`src/rtl/obstacle_lane.sv`:
```
// obstacle_lane: scrolling lane of 7-segment obstacles for the runner game.
//
// The lane holds N_CELLS digit patterns (cell 0 sits next to the hero) and
// shifts them one cell toward the hero on every tick. The tick period shrinks
// as the speed level rises. Every RUN cycle the hero pattern is ANDed with
// cell 0. Any overlap ends the game as a loss. Obstacles that leave cell 0
// are counted as score, and reaching WIN_SCORE ends the game as a win.
//
// Ports:
//   clk, rst     system clock, asynchronous active-high reset
//   start        one-cycle pulse; (re)starts a game from IDLE, HIT or WIN
//   hero_seg     hero segment pattern (bit0=a .. bit6=g)
//   spawn_seg    ROM pattern for spawn_type, valid in the same cycle
//   spawn_type   ROM address, low TYPE_W bits of the LFSR
//   display_obs  cell i on bits [7i+6:7i]
//   tick         one-cycle pulse on every lane shift
//   status       00 idle/running, 01 lost, 10 won
//   score        cleared obstacle count
//   level        current speed level
//   fsm_state    raw FSM state (00 IDLE, 01 RUN, 10 HIT, 11 WIN) for debug
//
// Handshake: there are no valid/ready pairs. start is a single-cycle strobe
// sampled on the rising clock edge, and spawn_seg is a combinational reply to
// spawn_type within the same cycle.
module obstacle_lane #(
  parameter int          N_CELLS         = 3,
  parameter int          TYPE_W          = 5,
  parameter int          TICK_BASE       = 50000000,
  parameter int          TICK_STEP       = 5000000,
  parameter int          N_LEVELS        = 4,
  parameter int          SCORE_PER_LEVEL = 8,
  parameter int          WIN_SCORE       = 32,
  parameter int          MIN_GAP         = 1,
  parameter logic [15:0] LFSR_SEED       = 16'hACE1
) (
  input  logic                                              clk,
  input  logic                                              rst,
  input  logic                                              start,
  input  logic [6:0]                                        hero_seg,
  input  logic [6:0]                                        spawn_seg,
  output logic [TYPE_W-1:0]                                 spawn_type,
  output logic [7*N_CELLS-1:0]                              display_obs,
  output logic                                              tick,
  output logic [1:0]                                        status,
  output logic [$clog2(WIN_SCORE+1)-1:0]                    score,
  output logic [((N_LEVELS > 1) ? $clog2(N_LEVELS) : 1)-1:0] level,
  output logic [1:0]                                        fsm_state
);

  localparam int SCORE_W = $clog2(WIN_SCORE + 1);
  localparam int LEVEL_W = (N_LEVELS > 1) ? $clog2(N_LEVELS) : 1;
  localparam int CNT_W   = $clog2(TICK_BASE + 1);
  localparam int GAP_W   = (MIN_GAP > 0) ? $clog2(MIN_GAP + 1) : 1;

  localparam logic [1:0] S_IDLE = 2'd0;
  localparam logic [1:0] S_RUN  = 2'd1;
  localparam logic [1:0] S_HIT  = 2'd2;
  localparam logic [1:0] S_WIN  = 2'd3;

  logic [1:0]         state;
  logic [6:0]         cells [N_CELLS];
  logic [SCORE_W-1:0] score_q;
  logic [LEVEL_W-1:0] level_q;
  logic [CNT_W-1:0]   cnt;
  logic [CNT_W-1:0]   period;   // period in use until the next wrap
  logic [GAP_W-1:0]   gap;
  logic [15:0]        lfsr;

  logic running;
  logic collide;
  logic won;
  logic wrap;
  logic spawn_ok;
  logic [15:0] lfsr_next;

  function automatic logic [CNT_W-1:0] period_for(input logic [LEVEL_W-1:0] lv);
    return CNT_W'(TICK_BASE - int'(lv) * TICK_STEP);
  endfunction

  function automatic logic [LEVEL_W-1:0] level_for(input logic [SCORE_W-1:0] s);
    int q;
    q = int'(s) / SCORE_PER_LEVEL;
    if (q > N_LEVELS - 1) q = N_LEVELS - 1;
    return LEVEL_W'(q);
  endfunction

  // Galois form: shift right, fold the taps back in when a 1 falls out.
  assign lfsr_next = {1'b0, lfsr[15:1]} ^ (lfsr[0] ? 16'hB400 : 16'h0000);

  assign running  = (state == S_RUN);
  assign won      = running && (score_q == SCORE_W'(WIN_SCORE));
  assign collide  = running && ((cells[0] & hero_seg) != 7'd0);
  // A shift needs a live, unfinished, collision-free game at the end of a period.
  assign wrap     = running && !won && !collide && (cnt == period - CNT_W'(1));
  assign spawn_ok = lfsr[15] && (gap >= GAP_W'(MIN_GAP)) && (spawn_seg != 7'd0);

  always_ff @(posedge clk or posedge rst) begin
    if (rst) begin
      state   <= S_IDLE;
      score_q <= '0;
      level_q <= '0;
      cnt     <= '0;
      period  <= CNT_W'(TICK_BASE);
      gap     <= GAP_W'(MIN_GAP);
      lfsr    <= LFSR_SEED;
      for (int i = 0; i < N_CELLS; i++) cells[i] <= 7'd0;
    end else begin
      lfsr <= lfsr_next;
      if (start && !running) begin
        state   <= S_RUN;
        score_q <= '0;
        level_q <= '0;
        cnt     <= '0;
        period  <= CNT_W'(TICK_BASE);
        gap     <= GAP_W'(MIN_GAP);
        for (int i = 0; i < N_CELLS; i++) cells[i] <= 7'd0;
      end else if (running) begin
        // Level trails score by one cycle.
        level_q <= level_for(score_q);
        if (won) begin
          state <= S_WIN;
        end else if (collide) begin
          state <= S_HIT;
        end else if (wrap) begin
          cnt    <= '0;
          // The new level only shortens the period from this wrap onward.
          period <= period_for(level_q);
          if (cells[0] != 7'd0) score_q <= score_q + SCORE_W'(1);
          for (int i = 0; i < N_CELLS - 1; i++) cells[i] <= cells[i+1];
          if (spawn_ok) begin
            cells[N_CELLS-1] <= spawn_seg;
            gap              <= '0;
          end else begin
            cells[N_CELLS-1] <= 7'd0;
            if (gap < GAP_W'(MIN_GAP)) gap <= gap + GAP_W'(1);
          end
        end else begin
          cnt <= cnt + CNT_W'(1);
        end
      end
    end
  end

  always_comb begin
    display_obs = '0;
    for (int i = 0; i < N_CELLS; i++) display_obs[7*i +: 7] = cells[i];
  end

  assign tick       = wrap;
  assign spawn_type = lfsr[TYPE_W-1:0];
  assign score      = score_q;
  assign level      = level_q;
  assign fsm_state  = state;
  assign status     = (state == S_HIT) ? 2'b01 :
                      (state == S_WIN) ? 2'b10 : 2'b00;

endmodule

```
`config.mk`:
```
export PLATFORM = sky130hd
export DESIGN_NAME = obstacle_lane
export DESIGN_NICKNAME = d
export VERILOG_FILES = /design/src/rtl/obstacle_lane.sv
export SDC_FILE = /design/constraint.sdc
export NUM_CORES = 1
export LEC_CHECK = 0
export BUFFER_PORTS_ARGS = -buffer_cell sky130_fd_sc_hd__buf_2
export CAP_MARGIN = 5
export CORE_MARGIN = 8
export CORE_UTILIZATION = 30
export DETAILED_ROUTE_END_ITERATION = 8
export GPL_TIMING_DRIVEN = 0
export HOLD_SLACK_MARGIN = 0.12
export SLEW_MARGIN = 20
export SYNTH_ARGS = -nofsm -noshare
export SYNTH_HDL_FRONTEND = slang
export SYNTH_SLANG_ARGS = --single-unit
```
`constraint.sdc`:
```
create_clock -name clk -period 3.7 [get_ports clk]
set_input_delay 1.11 -clock clk [delete_from_list [all_inputs] [get_ports clk]]
set_output_delay 1.11 -clock clk [all_outputs]
set_load 0.01 [all_outputs]
```
Word-level counts from Yosys, hierarchy flattened
Index checks and enable logic that the tools add are counted.
{"block": "classes", "reduce_logical": 24, "addsub": 5, "n_mul": 1, "order_cmp": 3, "bitwise_logic": 2, "eq_ne": 7, "muxes": 39}
{"op": "$mux W26", "count": 10}
{"op": "$mux W21", "count": 5}
{"op": "$mux W6", "count": 6}
{"op": "$add A26 B1 Y26 const B", "count": 1}
{"op": "$eq A26 B26 Y1", "count": 1}
{"op": "$sub A26 B1 Y26 const B", "count": 1}
{"op": "$sub A26 B25 Y26 const A", "count": 1}
{"op": "$reduce_bool A7 Y1", "count": 3}
{"op": "$mul A2 B17 Y19 const B", "count": 1}
{"op": "$mux W2", "count": 9}
{"op": "$mux W16", "count": 1}
{"op": "$xor A15 B16 Y16", "count": 1}
{"op": "$reduce_and A5 Y1", "count": 2}
{"op": "$logic_and A1 B1 Y1", "count": 8}
{"op": "$and A7 B7 Y7", "count": 1}
{"op": "$mux W1", "count": 7}
{"op": "$mux W7", "count": 1}
{"op": "$add A6 B1 Y6 const B", "count": 1}
{"op": "$eq A6 B6 Y1 const B", "count": 1}
{"op": "$reduce_bool A2 Y1", "count": 3}
{"op": "$reduce_bool A3 Y1", "count": 2}
{"op": "$eq A2 B2 Y1 const B", "count": 2}
{"op": "$ne A2 B1 Y1 const B", "count": 2}
{"op": "$reduce_and A4 Y1", "count": 1}
{"op": "other kinds (8)", "count": 10}
{"block": "totals", "input_bits": 17, "out_inout_bits": 39, "word_cells": 91, "reg_bits": 100}

Logic depth before layout (Yosys ltp)
{"block": "logic_depth", "depth_word": 11, "mapped_depth": 13, "depth_no_buf": 9}

Worst setup path before layout
Ideal clock, no wire load.
{"block": "synth_path", "kind": "in2out", "start": "input hero_seg[5]", "end": "output tick", "setup_slack_ps": 224, "stages": 6, "required_time_ps": 2590, "n_path_buf": 0, "arrival_time_ps": 2366, "cell_sequence": "a222oi_1 > nand3_1 > a22oi_1 > nand4_1 > nor4_1 > and3_1"}
{"block": "synth_between", "elab_chain_cells": 6}
{"item": "start, declared", "line": "39", "text": "input logic [6:0] hero_seg,"}
{"item": "$and A7 B7 Y7", "line": "92", "text": "assign collide = running && ((cells[0] & hero_seg) != 7'd0);"}
{"item": "$reduce_bool A7 Y1", "line": "92"}
{"item": "$logic_and A1 B1 Y1", "line": "92"}
{"item": "$logic_not A1 Y1", "line": "94", "text": "assign wrap = running && !won && !collide && (cnt == period - CNT_W'(1));"}
{"item": "$logic_and A1 B1 Y1 (2 in series)", "line": "94"}
{"item": "end, declared", "line": "43", "text": "output logic tick,"}
Every way passes these cells.

Worst setup path in the final report
{"block": "layout_path", "start": "register period[7]", "end": "output tick"}
{"block": "layout_between", "elab_chain_cells": 3}
{"item": "start, declared", "line": "65", "text": "logic [CNT_W-1:0] period;"}
{"item": "start signal, assigned", "line": "103", "text": "period <= CNT_W'(TICK_BASE);"}
{"item": "start signal, assigned", "line": "114", "text": "period <= CNT_W'(TICK_BASE);"}
{"item": "start signal, assigned", "line": "127", "text": "period <= period_for(level_q);"}
{"item": "$sub A26 B1 Y26", "line": "94"}
{"item": "$eq A26 B26 Y1", "line": "94"}
{"item": "$logic_and A1 B1 Y1", "line": "94"}
Every way passes these cells.

==> impl_results.md <==
- Layout area overhead: 20.0%
- Die H: 146 um
- Fmax: 0.262 GHz
- Hold wc startpoint: lfsr[12]
- Reg clk slew, reported paths: 70 ps
- CP arrival: 2710 ps
- Largest net degree at the start of global routing: 52
- Fin. Hold Viols: 0
- Status: complete, but fails checks
- Sequential fraction of the synthesis area: 45.9%
- Clk buf depth: 2
- Worst setup slack after layout: -120 ps
- Crit Path Class: reg2out
- Diodes inserted: 0
- R2R Path Start: period[18]
- First-pass GRT wire length: 22.4 mm
- Max_slew headroom: 32.5%
- Final core utilization: 36.8%
- Setup crit end kind: output pin
- First DRT Iteration DRCs: 236
- Number of global-route vias before repair: 4399
- Critical path's slowest cell: dfstp_2
- Crit path largest cell delay: 590 ps
- Leak: 2.60 nW
- Drt first pass iters: 4
- Core Region: 16500 um^2
- Post-synthesis register bit count: 92
- Post-DR wirelength/cell: 16.3 um
- Post-synth EDFFs: 0
- RSZ-0062 raised after global routing: true
- Port Buffers: 55
- Final #Nets: 634
- TritonCTS sink count: 92
- Total global routing overflow: 0
- TritonCTS clock tree: yes
- Maximum VDD drop: 0.189 mV
- GRT Total Usage: 12.9%
- Worst-margin pin slew: 1000 ps
- Fin crit share: 103%
- Initial core utilization: 30.7%
- Req. time, crit path: 2590 ps
- Post-Route WL: 13.5 mm
- Crit path from: period[7]
- # rows: 47
- PwrDens: 393 nW/um^2
- Slew Viols, Final: 0
- Synth Net Count: 565
- DIE AREA: 21300 um^2
- Die W: 146 um
- Num CTS Buffers: 9
- DP HPWL: 10.1 mm
- Area contributors post-synth: dfrtp_1 36%, dfstp_2 10%, xnor2_1 6.1%
- Global placer's final weighted congestion: 0.881
- Pre-CTS setup slack: -300 ps
- Post-synth top flop: dfrtp_1
- Buf/Inv on CP: 2
- Clk_skew: 13.2 ps
- Ys async rst share: 100%
- Clk root buf: clkbuf_16
- Synthesis Warnings: 0
- Hold Slack: 354 ps
- Initial antenna violation count: 0
- Commonest cells in the synthesized netlist: 72 x dfrtp_1, 42 x o21ai_0, 41 x nand3_1, 41 x nor2_1, 38 x a21oi_1
- Io pins: 56
- Worst min path class: reg2reg
- Synth area leader: dfrtp_1
- Violated checks: setup timing
- Mapped Area: 5060 um^2
- Post-synth cell types: 59
- Avg Cell Area, Syn: 9.45 um^2
- Most common cell in the synthesized netlist: dfrtp_1
- Peak fanout along the critical path: 4
- Via Count: 4336
- Clock latency on the worst-skew pair: 350 ps
- Drt via density: 5.22
- Final ANT Viol Nets: 0
- Mapped Cells: 536
- H-tree levels: 3
- Share of layout cells above drive strength 1: 22.3%
- Final setup violation count: 1
- Area share of the largest cell type after synthesis: 35.6%
- # Max-Cap Violations: 0
- Post-route minimum period: 3820 ps
- Crit path cell chain: inv_2, ha_4, xnor2_1, or4_4, nor4_2, nand4_1, nor4_1, and3_1, buf_2
- Startpoint types: flop
- DRC: 0
- CP delay by family, top: simple AND/OR/NAND/NOR gates
-- power breakdown --
group	internal (W)	leakage (nW)	switching, W
clock	0.000569	0.154	0.000422
combinational	0.000122	1.24	0.000163
sequential	0.00106	1.20	0.0000509
-- metrics by stage --
step / total power, W / cell area, um^2 / cells / setup TNS, ps
4_1_cts: 0.00240 / 6030 / 830 / -132
3_3_place_gp: 0.00138 / 5620 / 811 / -69260
6_report: 0.00239 / 6080 / 830 / -120
3_5_place_dp: 0.00140 / 5650 / 812 / -10150
5_1_grt: 0.00248 / 6080 / 830 / -1650
2_1_floorplan: 0.00132 / 5060 / 536 / 0
-- cell type report --
class                   count  area [um^2]
fillers                  1634        10400
multi-input cells         391         2570
flip-flops and latches     92         2330
repair buffers             61          340
well taps                 220          275
clock buffers              11          253
plain buffers              34          178
clock inverters             5         66.3
inverters                  16         62.6
-- cells by family (layout without fill, tap and decap cells) --
logic type	count (synthesis)	count (layout)	synth area share [%]
xor gates and xnor gates	54	54	9.34
adders and majority gates	12	12	2.96
AOI/OAI and AO/OA	125	125	15.2
and+or+nand+nor	194	194	20.5
DFF	92	92	45.9
buffers and inverters	53	127	4.82
muxes	6	6	1.24
-- worst paths after layout --
| path | to | slack, ps | cells after the start |
|---|---|---|---|
| setup / recovery | tick | -120 | 9 |
| hold / removal | lfsr[11] | 350 | 0 |
| setup reg to reg | display_obs[10] | 100 | 11 |
| hold reg to reg | lfsr[11] | 350 | 0 |
| max in group asynchronous | period[17] | 2190 | 3 |
| min in group asynchronous | display_obs[16] | 810 | 2 |
-- worst register-to-register path, cell delays in order (launching register included) --
cell      delay [ps]
dfrtp_1          360
buf_4            180
inv_1            100
ha_4             190
or3b_2           500
a211oi_1         240
o22ai_1          170
nand3b_1         200
nor4_1           750
clkbuf_1         450
nand3_1          210
a21oi_1          190
-- flip-flops by register name, summed over array words and instances, names as in the netlist --
name / count
gap: 1
lfsr: 16
fsm_state: 2
cnt: 26
period: 18
level: 2
display_obs: 21
score: 6
-- layout by cell type, fill, tap and decap left out, types with 7 or more instances in the layout --
cell and n:
nor2_1 41, clkbuf_16 9, buf_2 59, nand4_1 13, dfstp_2 20, buf_4 12, a21oi_1 38, nor3_1 11
and3_1 12, inv_1 14, nand3_1 40, dfrtp_1 72, xnor2_1 35, xor2_1 19, clkbuf_1 20, o21ai_0 42
nand2_1 24, ha_1 11, nor4_1 10, o211ai_1 7
-- per-layer routing --
metal	up-vias	GRT usage (%)	wire length [um]
met3	19	2.71	611
li1	2060	-	-
met1	2148	16.5	6250
met2	109	20.7	6390
met5	-	0	0
met4	0	5.73	302
-- timing repair --
item,CTS,global route
hold endpoints to repair,0,0
setup buffers,3,2
pin swaps,10,3
hold buffers,0,0
resized for setup,9,6
endpoints found under the setup margin,30,30
Power figures use the tool's default switching activity.
